`config.mk`:
```
export PLATFORM = sky130hd
export DESIGN_NAME = fir_phase_scheduler
export DESIGN_NICKNAME = d
export VERILOG_FILES = /design/src/rtl/fir_pkg.sv /design/src/rtl/fir_phase_scheduler_rr_arbiter.sv /design/src/rtl/fir_phase_scheduler.sv
export SDC_FILE = /design/constraint.sdc
export NUM_CORES = 1
export LEC_CHECK = 0
export ABC_AREA = 0
export CORE_MARGIN = 10
export CORE_UTILIZATION = 43
export CTS_CLUSTER_SIZE = 24
export DETAILED_ROUTE_END_ITERATION = 16
export GPL_TIMING_DRIVEN = 0
export SKIP_LAST_GASP = 1
export SLEW_MARGIN = 20
export SYNTH_ARGS = -nofsm -noshare
export SYNTH_HDL_FRONTEND = slang
export SYNTH_SLANG_ARGS = --single-unit
```
`constraint.sdc`:
```
create_clock -name clk -period 14.1 [get_ports clk]
set_clock_uncertainty 0.15 [all_clocks]
set_input_delay 2.115 -clock clk [delete_from_list [all_inputs] [get_ports clk]]
set_output_delay 2.115 -clock clk [all_outputs]
set_load 0.005 [all_outputs]
```
`src/rtl/fir_pkg.sv`:
```
// rtl/fir_pkg.sv - shared constants, state encoding and default coefficients for the phase FIR scheduler
//
// Purpose: default sizing for fir_phase_scheduler, its FSM state encoding and
// the reset value of the per-tap shift table.
// Ports: none (package).

package fir_pkg;

  localparam int DEF_ORDER    = 5;   // filter order, taps 0..ORDER
  localparam int DEF_DATA_LEN = 8;   // unsigned sample width
  localparam int DEF_OUT_LEN  = 16;  // accumulator / result width
  localparam int DEF_NPH      = 3;   // number of phase requesters
  localparam int DEF_SH_W     = 3;   // shift-coefficient width

  typedef enum logic [1:0] {
    ST_IDLE  = 2'd0,
    ST_LOAD  = 2'd1,
    ST_ACCUM = 2'd2,
    ST_OUT   = 2'd3
  } state_e;

  // Reset value of the shift table: tap i is attenuated by 2^i.
  function automatic int default_shift(input int tap);
    return tap;
  endfunction

endpackage

```
`src/rtl/fir_phase_scheduler_rr_arbiter.sv`:
```
// rtl/fir_phase_scheduler_rr_arbiter.sv - round-robin arbiter granting the first request after the last served one
//
// Purpose: combinational round-robin grant. The search starts at ptr_i+1
// and wraps, so the requester named by ptr_i has the lowest priority.
// Ports:
//   req_i        in   N      request vector
//   ptr_i        in   IDX_W  index of the last served requester
//   grant_o      out  N      one-hot grant (all zero when no request)
//   grant_idx_o  out  IDX_W  binary index of the granted requester
//   any_o        out  1      at least one request is granted

module rr_arbiter #(
  parameter int N     = 3,
  parameter int IDX_W = 2
) (
  input  logic [N-1:0]     req_i,
  input  logic [IDX_W-1:0] ptr_i,
  output logic [N-1:0]     grant_o,
  output logic [IDX_W-1:0] grant_idx_o,
  output logic             any_o
);

  always_comb begin
    int  idx;
    logic found;
    grant_o     = '0;
    grant_idx_o = '0;
    found       = 1'b0;
    idx         = 0;
    for (int i = 1; i <= N; i++) begin
      idx = (int'(ptr_i) + i) % N;
      if (!found && req_i[idx]) begin
        grant_o[idx] = 1'b1;
        grant_idx_o  = IDX_W'(idx);
        found        = 1'b1;
      end
    end
    any_o = found;
  end

endmodule

```
`src/rtl/fir_phase_scheduler.sv`:
```
// rtl/fir_phase_scheduler.sv - one shift-and-add FIR tap unit shared round-robin across phase sample streams
//
// Purpose: accepts one sample at a time from NPH phase streams, shifts it into
// that phase's tap history, accumulates one tap per cycle and returns a
// phase-tagged result. Holds the programmable per-tap right-shift table.
// Ports:
//   clk        in   1             rising-edge clock
//   rst        in   1             asynchronous active-high reset
//   in_valid   in   NPH           per-phase sample valid
//   in_data    in   NPH*DATA_LEN  phase p at [p*DATA_LEN +: DATA_LEN]
//   in_ready   out  NPH           one-hot grant, only while idle
//   cfg_we     in   1             shift-table write strobe (idle only)
//   cfg_addr   in   3             tap index (> ORDER ignored)
//   cfg_shift  in   SH_W          right-shift amount for that tap
//   out_valid  out  1             result valid
//   out_ready  in   1             downstream accepts result
//   out_phase  out  2             phase of the result
//   out_data   out  OUT_LEN       filter result
//   busy       out  1             a sample is in flight

module fir_phase_scheduler
  import fir_pkg::*;
#(
  parameter int ORDER    = DEF_ORDER,
  parameter int DATA_LEN = DEF_DATA_LEN,
  parameter int OUT_LEN  = DEF_OUT_LEN,
  parameter int NPH      = DEF_NPH,
  parameter int SH_W     = DEF_SH_W
) (
  input  logic                    clk,
  input  logic                    rst,
  input  logic [NPH-1:0]          in_valid,
  input  logic [NPH*DATA_LEN-1:0] in_data,
  output logic [NPH-1:0]          in_ready,
  input  logic                    cfg_we,
  input  logic [2:0]              cfg_addr,
  input  logic [SH_W-1:0]         cfg_shift,
  output logic                    out_valid,
  input  logic                    out_ready,
  output logic [1:0]              out_phase,
  output logic [OUT_LEN-1:0]      out_data,
  output logic                    busy
);

  localparam int TAP_W = $clog2(ORDER + 1);

  state_e               state_q, state_d;
  logic [1:0]           ptr_q;
  logic [1:0]           phase_q;
  logic [DATA_LEN-1:0]  sample_q;
  logic [TAP_W-1:0]     tap_q;
  logic [OUT_LEN-1:0]   acc_q;
  logic [DATA_LEN-1:0]  hist_q  [NPH][ORDER+1];
  logic [SH_W-1:0]      shift_q [ORDER+1];
  logic                 out_valid_q;
  logic [OUT_LEN-1:0]   out_data_q;
  logic [1:0]           out_phase_q;

  logic [NPH-1:0]       grant;
  logic [1:0]           grant_idx;
  logic                 grant_any;
  logic                 accept;
  logic                 out_fire;
  logic                 last_tap;
  logic                 cfg_hit;
  logic [DATA_LEN-1:0]  tap_sample;
  logic [SH_W-1:0]      tap_shift;
  logic [DATA_LEN-1:0]  term;

  rr_arbiter #(
    .N     (NPH),
    .IDX_W (2)
  ) u_arb (
    .req_i       (in_valid),
    .ptr_i       (ptr_q),
    .grant_o     (grant),
    .grant_idx_o (grant_idx),
    .any_o       (grant_any)
  );

  assign accept   = (state_q == ST_IDLE) && grant_any && !rst;
  assign out_fire = out_valid_q && out_ready;
  assign last_tap = (tap_q == TAP_W'(ORDER));
  assign cfg_hit  = cfg_we && (state_q == ST_IDLE) && (int'(cfg_addr) <= ORDER);

  // Current tap contribution; shifting a full sample away gives zero.
  always_comb begin
    tap_sample = hist_q[phase_q][tap_q];
    tap_shift  = shift_q[tap_q];
    if (int'(tap_shift) >= DATA_LEN) begin
      term = '0;
    end else begin
      term = tap_sample >> tap_shift;
    end
  end

  // FSM: state register
  always_ff @(posedge clk or posedge rst) begin
    if (rst) begin
      state_q <= ST_IDLE;
    end else begin
      state_q <= state_d;
    end
  end

  // FSM: next state
  always_comb begin
    state_d = state_q;
    case (state_q)
      ST_IDLE:  if (accept)   state_d = ST_LOAD;
      ST_LOAD:                state_d = ST_ACCUM;
      ST_ACCUM: if (last_tap) state_d = ST_OUT;
      ST_OUT:   if (out_fire) state_d = ST_IDLE;
      default:                state_d = ST_IDLE;
    endcase
  end

  // FSM: outputs. in_ready is masked during reset so nothing looks granted.
  always_comb begin
    in_ready  = (state_q == ST_IDLE && !rst) ? grant : '0;
    busy      = (state_q != ST_IDLE);
    out_valid = out_valid_q;
    out_data  = out_data_q;
    out_phase = out_phase_q;
  end

  // Datapath: capture, history, accumulator, coefficient table, result register
  always_ff @(posedge clk or posedge rst) begin
    if (rst) begin
      ptr_q       <= 2'(NPH - 1);   // phase 0 is searched first after reset
      phase_q     <= '0;
      sample_q    <= '0;
      tap_q       <= '0;
      acc_q       <= '0;
      out_valid_q <= 1'b0;
      out_data_q  <= '0;
      out_phase_q <= '0;
      for (int p = 0; p < NPH; p++) begin
        for (int t = 0; t <= ORDER; t++) begin
          hist_q[p][t] <= '0;
        end
      end
      for (int t = 0; t <= ORDER; t++) begin
        shift_q[t] <= SH_W'(default_shift(t));
      end
    end else begin
      if (accept) begin
        sample_q <= in_data[int'(grant_idx)*DATA_LEN +: DATA_LEN];
        phase_q  <= grant_idx;
      end

      // A write in the accept cycle lands before ACCUM and so applies to that sample.
      if (cfg_hit) begin
        shift_q[cfg_addr] <= cfg_shift;
      end

      case (state_q)
        ST_LOAD: begin
          for (int t = ORDER; t >= 1; t--) begin
            hist_q[phase_q][t] <= hist_q[phase_q][t-1];
          end
          hist_q[phase_q][0] <= sample_q;
          acc_q <= '0;
          tap_q <= '0;
        end
        ST_ACCUM: begin
          acc_q <= acc_q + OUT_LEN'(term);
          tap_q <= tap_q + 1'b1;
        end
        ST_OUT: begin
          // First OUT cycle registers the result; it then holds until taken.
          if (!out_valid_q) begin
            out_valid_q <= 1'b1;
            out_data_q  <= acc_q;
            out_phase_q <= phase_q;
          end else if (out_ready) begin
            out_valid_q <= 1'b0;
            ptr_q       <= phase_q;
          end
        end
        default: ;
      endcase
    end
  end

endmodule
```
# --- Word level (Yosys, flattened, before mapping) ---
# Index checks and enable logic that the tools add are counted.
word_totals:
  input_bits: 37
  ff_bits: 214
classes:
  n_mux: 63
  n_bitwise: 6
  n_addsub: 5
  n_reduce_logical: 22
  eq_ne: 7
  n_lt_le_gt_ge: 12
  n_shift: 2
  n_div: 3
ops:
  columns: ["operator", "count"]
  rows:
  - ["$bwmux 144", 6]
  - ["$demux 48 s2", 6]
  - ["$mux 48", 3]
  - ["$bmux 48 s2", 1]
  - ["$ge 32x1->1 const B", 3]
  - ["$lt 32x4->1 const B", 3]
  - ["$mod 32x3->32 const B", 3]
  - ["$mux 40", 1]
  - ["$mux 32", 1]
  - ["$pmux 16 s2", 1]
  - ["$bmux 8 s3", 1]
  - ["$mux 24", 1]
  - ["$mux 8", 3]
  - ["$shiftx 24x6->8", 1]
  - ["$mux 3", 7]
  - ["$bwmux 18", 1]
  - ["$add 16x8->16", 1]
  - ["$mux 16", 1]
  - ["$mux 1", 14]
  - ["$logic_and 1x1->1", 13]
  - ["$mux 2", 6]
  - ["$bmux 3 s3", 1]
  - ["$demux 3 s3", 1]
  - ["$ge 4x4->1 const B", 2]
  - ["25 further kinds", 39]

# --- Longest topological paths before layout ---
depth:
  word_depth: 16
  ltp_mapped: 20
  mapped_depth_nobuf: 16

# --- Hierarchy ---
# Synthesis repeated with hierarchy kept, for this count alone.
hier_totals:
  hier_cells: 1018
  hier_area_um2: 10637.7
modules_own_cells:
  columns: ["mod", "seq_area_each_um2", "cells_each", "n_inst", "area_each_um2"]
  rows:
  - ["fir_phase_scheduler", 5365.1, 978, 1, 10356.2]
  - ["rr_arbiter", 0.0, 40, 1, 281.5]

# --- Worst setup path after synthesis ---
# Ideal clock, no wire load.
synth_path:
  path_type: "input port to output port"
  from: "input port rst"
  to: "output port in_ready[0]"
  n_path_buf: 0
  path_stages: 3
  arrival_time_ns: 7.368
  required_time_ns: 11.835
  setup_slack_ns: 4.467
  path_cell_list: "inv_1 -> nand2_1 -> nor2_1"
synth_via:
  elab_chain_cells: 3
synth_rtl:
  columns: ["item", "line", "rtl"]
  rows:
  - ["start, declared", "fir_phase_scheduler.sv:31", "input logic rst,"]
  - ["$logic_not 1->1 (no source line)", null, null]
  - ["$logic_and 1x1->1", "fir_phase_scheduler.sv:120", "in_ready = (state_q == ST_IDLE && !rst) ? grant : '0;"]
  - ["$mux 3", "fir_phase_scheduler.sv:120", null]
  - ["end, declared", "fir_phase_scheduler.sv:34", "output logic [NPH-1:0] in_ready,"]
# No other way between the ends.

# --- Worst setup path in the final report ---
layout_path:
  from: "input port in_valid[1]"
  to: "output port in_ready[1]"
layout_via:
  elab_chain_cells: 11
layout_rtl:
  columns: ["item", "line", "rtl"]
  rows:
  - ["start, declared", "fir_phase_scheduler.sv:32", "input logic [NPH-1:0] in_valid,"]
  - ["$bmux 1 s2", "fir_phase_scheduler_rr_arbiter.sv:32", "if (!found && req_i[idx]) begin"]
  - ["$mux 1 (implied by the code) (2 in a row)", "fir_phase_scheduler_rr_arbiter.sv:32", null]
  - ["$mux 1", "fir_phase_scheduler_rr_arbiter.sv:32", null]
  - ["$logic_not 1->1", "fir_phase_scheduler_rr_arbiter.sv:32", null]
  - ["$logic_and 1x1->1", "fir_phase_scheduler_rr_arbiter.sv:32", null]
  - ["$mux 1", "fir_phase_scheduler_rr_arbiter.sv:32", null]
  - ["$logic_not 1->1", "fir_phase_scheduler_rr_arbiter.sv:32", null]
  - ["$logic_and 1x1->1", "fir_phase_scheduler_rr_arbiter.sv:32", null]
  - ["$mux 3 (*)", "fir_phase_scheduler_rr_arbiter.sv:32", null]
  - ["$mux 3 (*)", "fir_phase_scheduler.sv:120", null]
# Every way passes the cells marked *; elsewhere a longest branch is shown, timed or not. The select of a mux whose other input is x is not followed.

==> parameters.txt <==
Parameter                              Value

Critical path
  Cell-by-cell listing of the critical path    clkdlybuf4s50_1 > or2_2 > o41ai_1 > a222oi_1 > nor2_1 > clkdlybuf4s50_1
  Crit path arrival time    approximately 4.2 ns
  Crit start category    input port
  Setup crit end kind    output pin
  Critical Path Max Stage Delay    0.51 ns
  Required @ worst endpoint    roughly 12 ns
  Category of the critical setup timing path    in -> out
  Worst R2R Start    phase_q[1]
  Maximum fanout along the worst path    6
  Worst reg2reg setup slack    between 8 and 9 ns
  Worst path slowest cell    sky130_fd_sc_hd__clkdlybuf4s50_1
  Crit path top cell by count    sky130_fd_sc_hd__clkdlybuf4s50_1
  Crit path launch    in_valid[1]

Synthesis
  Post-Synthesis Cell Area    10700 µm²
  Synth warnings    0
  Syn_area_per_cell    a little over 10 µm²
  Leading cell types by total area after synthesis    sky130_fd_sc_hd__dfrtp_1, sky130_fd_sc_hd__mux2_2, sky130_fd_sc_hd__o21ai_0
  Largest area contributor in the netlist    sky130_fd_sc_hd__dfrtp_1
  Post-synth net total    ~1.1k
  Number of synthesized register bits    between 200 and 250
  Post-synth top area share    approximately 48%
  Count of flip-flops with a built-in enable after synthesis    0
  Share of async-settable or async-resettable flops after synthesis    100%
  Portion of the post-synthesis area used by sequential elements    between 50% and 60%
  Most used flip-flop cell after synthesis    sky130_fd_sc_hd__dfrtp_1
  Cells after synthesis    approximately 1.0k
  Post-synthesis cell type count    73

Final layout
  Area Growth Syn to Fin    17.2%
  Leading cell types in the layout, fill and taps excluded    sky130_fd_sc_hd__dfrtp_1, sky130_fd_sc_hd__nand2_1, sky130_fd_sc_hd__o21ai_0
  Filler Cells Inserted    2289
  # diodes    0
  Most common library cell in the layout ignoring fill and taps    sky130_fd_sc_hd__dfrtp_1
  Net count of the finished layout    1191
  Share of layout cells above drive strength 1    approximately 16%

Min path
  Path category of the worst min-delay check    reg -> reg
  Hold Crit Start    out_data[0]

Clock tree
  Post-CTS setup buffer count    0
  CTS clock-pin slew for the worst setup and hold paths    0.06 ns
  H-tree level count    1
  TritonCTS clock tree    built
  Post-CTS Hold Fix Bufs    0
  TritonCTS Buffers    24
  Clk sink count    roughly 210
  Cells resized by post-CTS repair    0
  Root Buffer Master    sky130_fd_sc_hd__clkbuf_16
  Maximum clock insertion buffer count    3
  Insertion delay to the later sink of the worst-skew pair    about 0.53 ns

STA
  Final WS setup    7.61 ns
  Rel. slew slack    between 40% and 50%
  RSZ-0062 raised after global routing    false
  Hold_ws    between 0.3 and 0.4 ns
  Fin crit period    between 6 and 7 ns
  Sum of negative setup slack    0 ns
  Final-report max-slew violation count    0
  Pin slew with the least headroom to its limit    0.768 ns
  Fmax achieved    between 150 and 200 MHz
  Final-report hold violation count    0
  Final-report setup violation count    0
  Period Utilization, post-route    approximately 46%

Floorplan
  Cell Rows    57
  Area inside the core boundary    24400 µm²
  Die Y    between 150 and 200 µm
  Die ar.    ~32000 µm²
  Initial Util    ~44%
  Total I/O pin count    60
  Width of the die    between 150 and 200 µm

Pwr
  Power per cell area    253 nW/µm²
  Leakage power    about 5.4 nW
  Worst voltage drop across the vdd grid    between 100 and 150 µV

Global routing
  Global-route wire length before repair    approximately 46 mm
  Global Route Usage Sum    between 10% and 20%
  Vias in the first global route    roughly 8.4k
  Initial antenna violation count    0
  Largest net degree at the start of global routing    80
  Met1 usage    roughly a quarter
  Global-route met3 utilization    roughly 2.7%
  Total congestion overflow    0
  Global routing usage on met2    28.6%
  Most congested layer reported by global routing    met2

Placed design
  Placed wire-length estimate after detailed placement    19.6 mm
  Weighted congestion reported at the end of routability-driven placement    0.868
  Worst slack, placed    roughly 7.6 ns
  IO Port Bufs    58

Detailed routing
  Final antenna-violating net count    0
  Drt pass-1 iters    5
  Overall routed net length    roughly 28 mm
  DRC Markers    0
  Wire length per cell    between 15 and 20 µm
  Iteration-0 DRC count of the detailed router    between 700 and 800
  Vias per inst    roughly 5.6
  Via count    8261

Run
  Number of maximum-capacitance constraint violations    0

Run status
  Outcome    finished clean
## path summary, 6_finish.rpt
kind                                end  depth (start not counted)
min in group asynchronous  out_data[10]                          2
max in group asynchronous    shift_q[0]                          3
hold / removal              out_data[0]                          2
setup / recovery            in_ready[1]                          6
hold reg to reg             out_data[0]                          2
setup reg to reg               acc_q[8]                         20
## power breakdown
group	total, mW	switching (mW)	internal [mW]
logic	1.52	0.903	0.618
clock network	0.620	0.250	0.371
registers	1.03	0.143	0.883
## metal layers
metal	vias up	part of all wire, %
met3	44	5.4
li1	3907	-
met5	-	0
met2	216	47
met1	4094	46
met4	0	2.2
## logic make-up after synthesis
| group | share of synthesized area, % |
|---|---|
| mux | 14.7 |
| xor+xnor | 0.410 |
| fa+ha+maj | 2.60 |
| compound gates | 16.7 |
| simple gates | 11.1 |
| buf+inv | 4.21 |
| flops | 50.2 |
## cells in the mapped netlist, types with 7 or more instances
library cell	count
sky130_fd_sc_hd__dfrtp_1	206
sky130_fd_sc_hd__nand2_1	125
sky130_fd_sc_hd__o21ai_0	108
sky130_fd_sc_hd__nor2_1	98
sky130_fd_sc_hd__mux2_2	86
sky130_fd_sc_hd__a21oi_1	78
sky130_fd_sc_hd__clkbuf_1	38
sky130_fd_sc_hd__mux2i_1	36
sky130_fd_sc_hd__inv_1	29
sky130_fd_sc_hd__a22oi_1	25
sky130_fd_sc_hd__ha_1	19
sky130_fd_sc_hd__buf_2	17
sky130_fd_sc_hd__nor3_1	14
sky130_fd_sc_hd__nand3_1	13
sky130_fd_sc_hd__o2bb2ai_1	11
sky130_fd_sc_hd__dfstp_2	8
sky130_fd_sc_hd__mux4_2	8
sky130_fd_sc_hd__o22ai_1	8
sky130_fd_sc_hd__a221oi_1	7
## sequential cells by signal, summed over array words and instances (netlist names)
name       count
hist_q       144
shift_q       18
acc_q         16
out_data      16
sample_q       8
tap_q          3
out_phase      2
phase_q        2
ptr_q          2
state_q        2
out_valid      1
## through the flow
stage	cell area (µm²)	std cells	total power, mW	util, %
3_3_place_gp	11700	1430	2.52	47.8
2_1_floorplan	10700	1048	2.09	-
3_5_place_dp	11700	1432	2.54	48.1
5_1_grt	12500	1473	3.41	51.3
4_1_cts	12500	1473	3.17	51.3
6_report	12500	1473	3.17	51.3
## area by class of cell
| type | count | area [µm²] | area share, % |
|---|---|---|---|
| buffer | 69 | 333 | 2.66 |
| clock buffer | 34 | 718 | 5.74 |
| clock inverter | 7 | 73.8 | 0.590 |
| inverter | 31 | 124 | 0.989 |
| multi-input combinational | 734 | 4870 | 38.9 |
| sequential | 214 | 5370 | 42.8 |
| tap | 324 | 405 | 3.24 |
| timing repair buffer | 60 | 636 | 5.08 |
## critical path: cells and delay by family
kind	cells	cell delay (ns)
buf+inv	2	1.01
simple gates	2	0.50
compound gates	2	0.59
(Power assumes the default switching activity.)
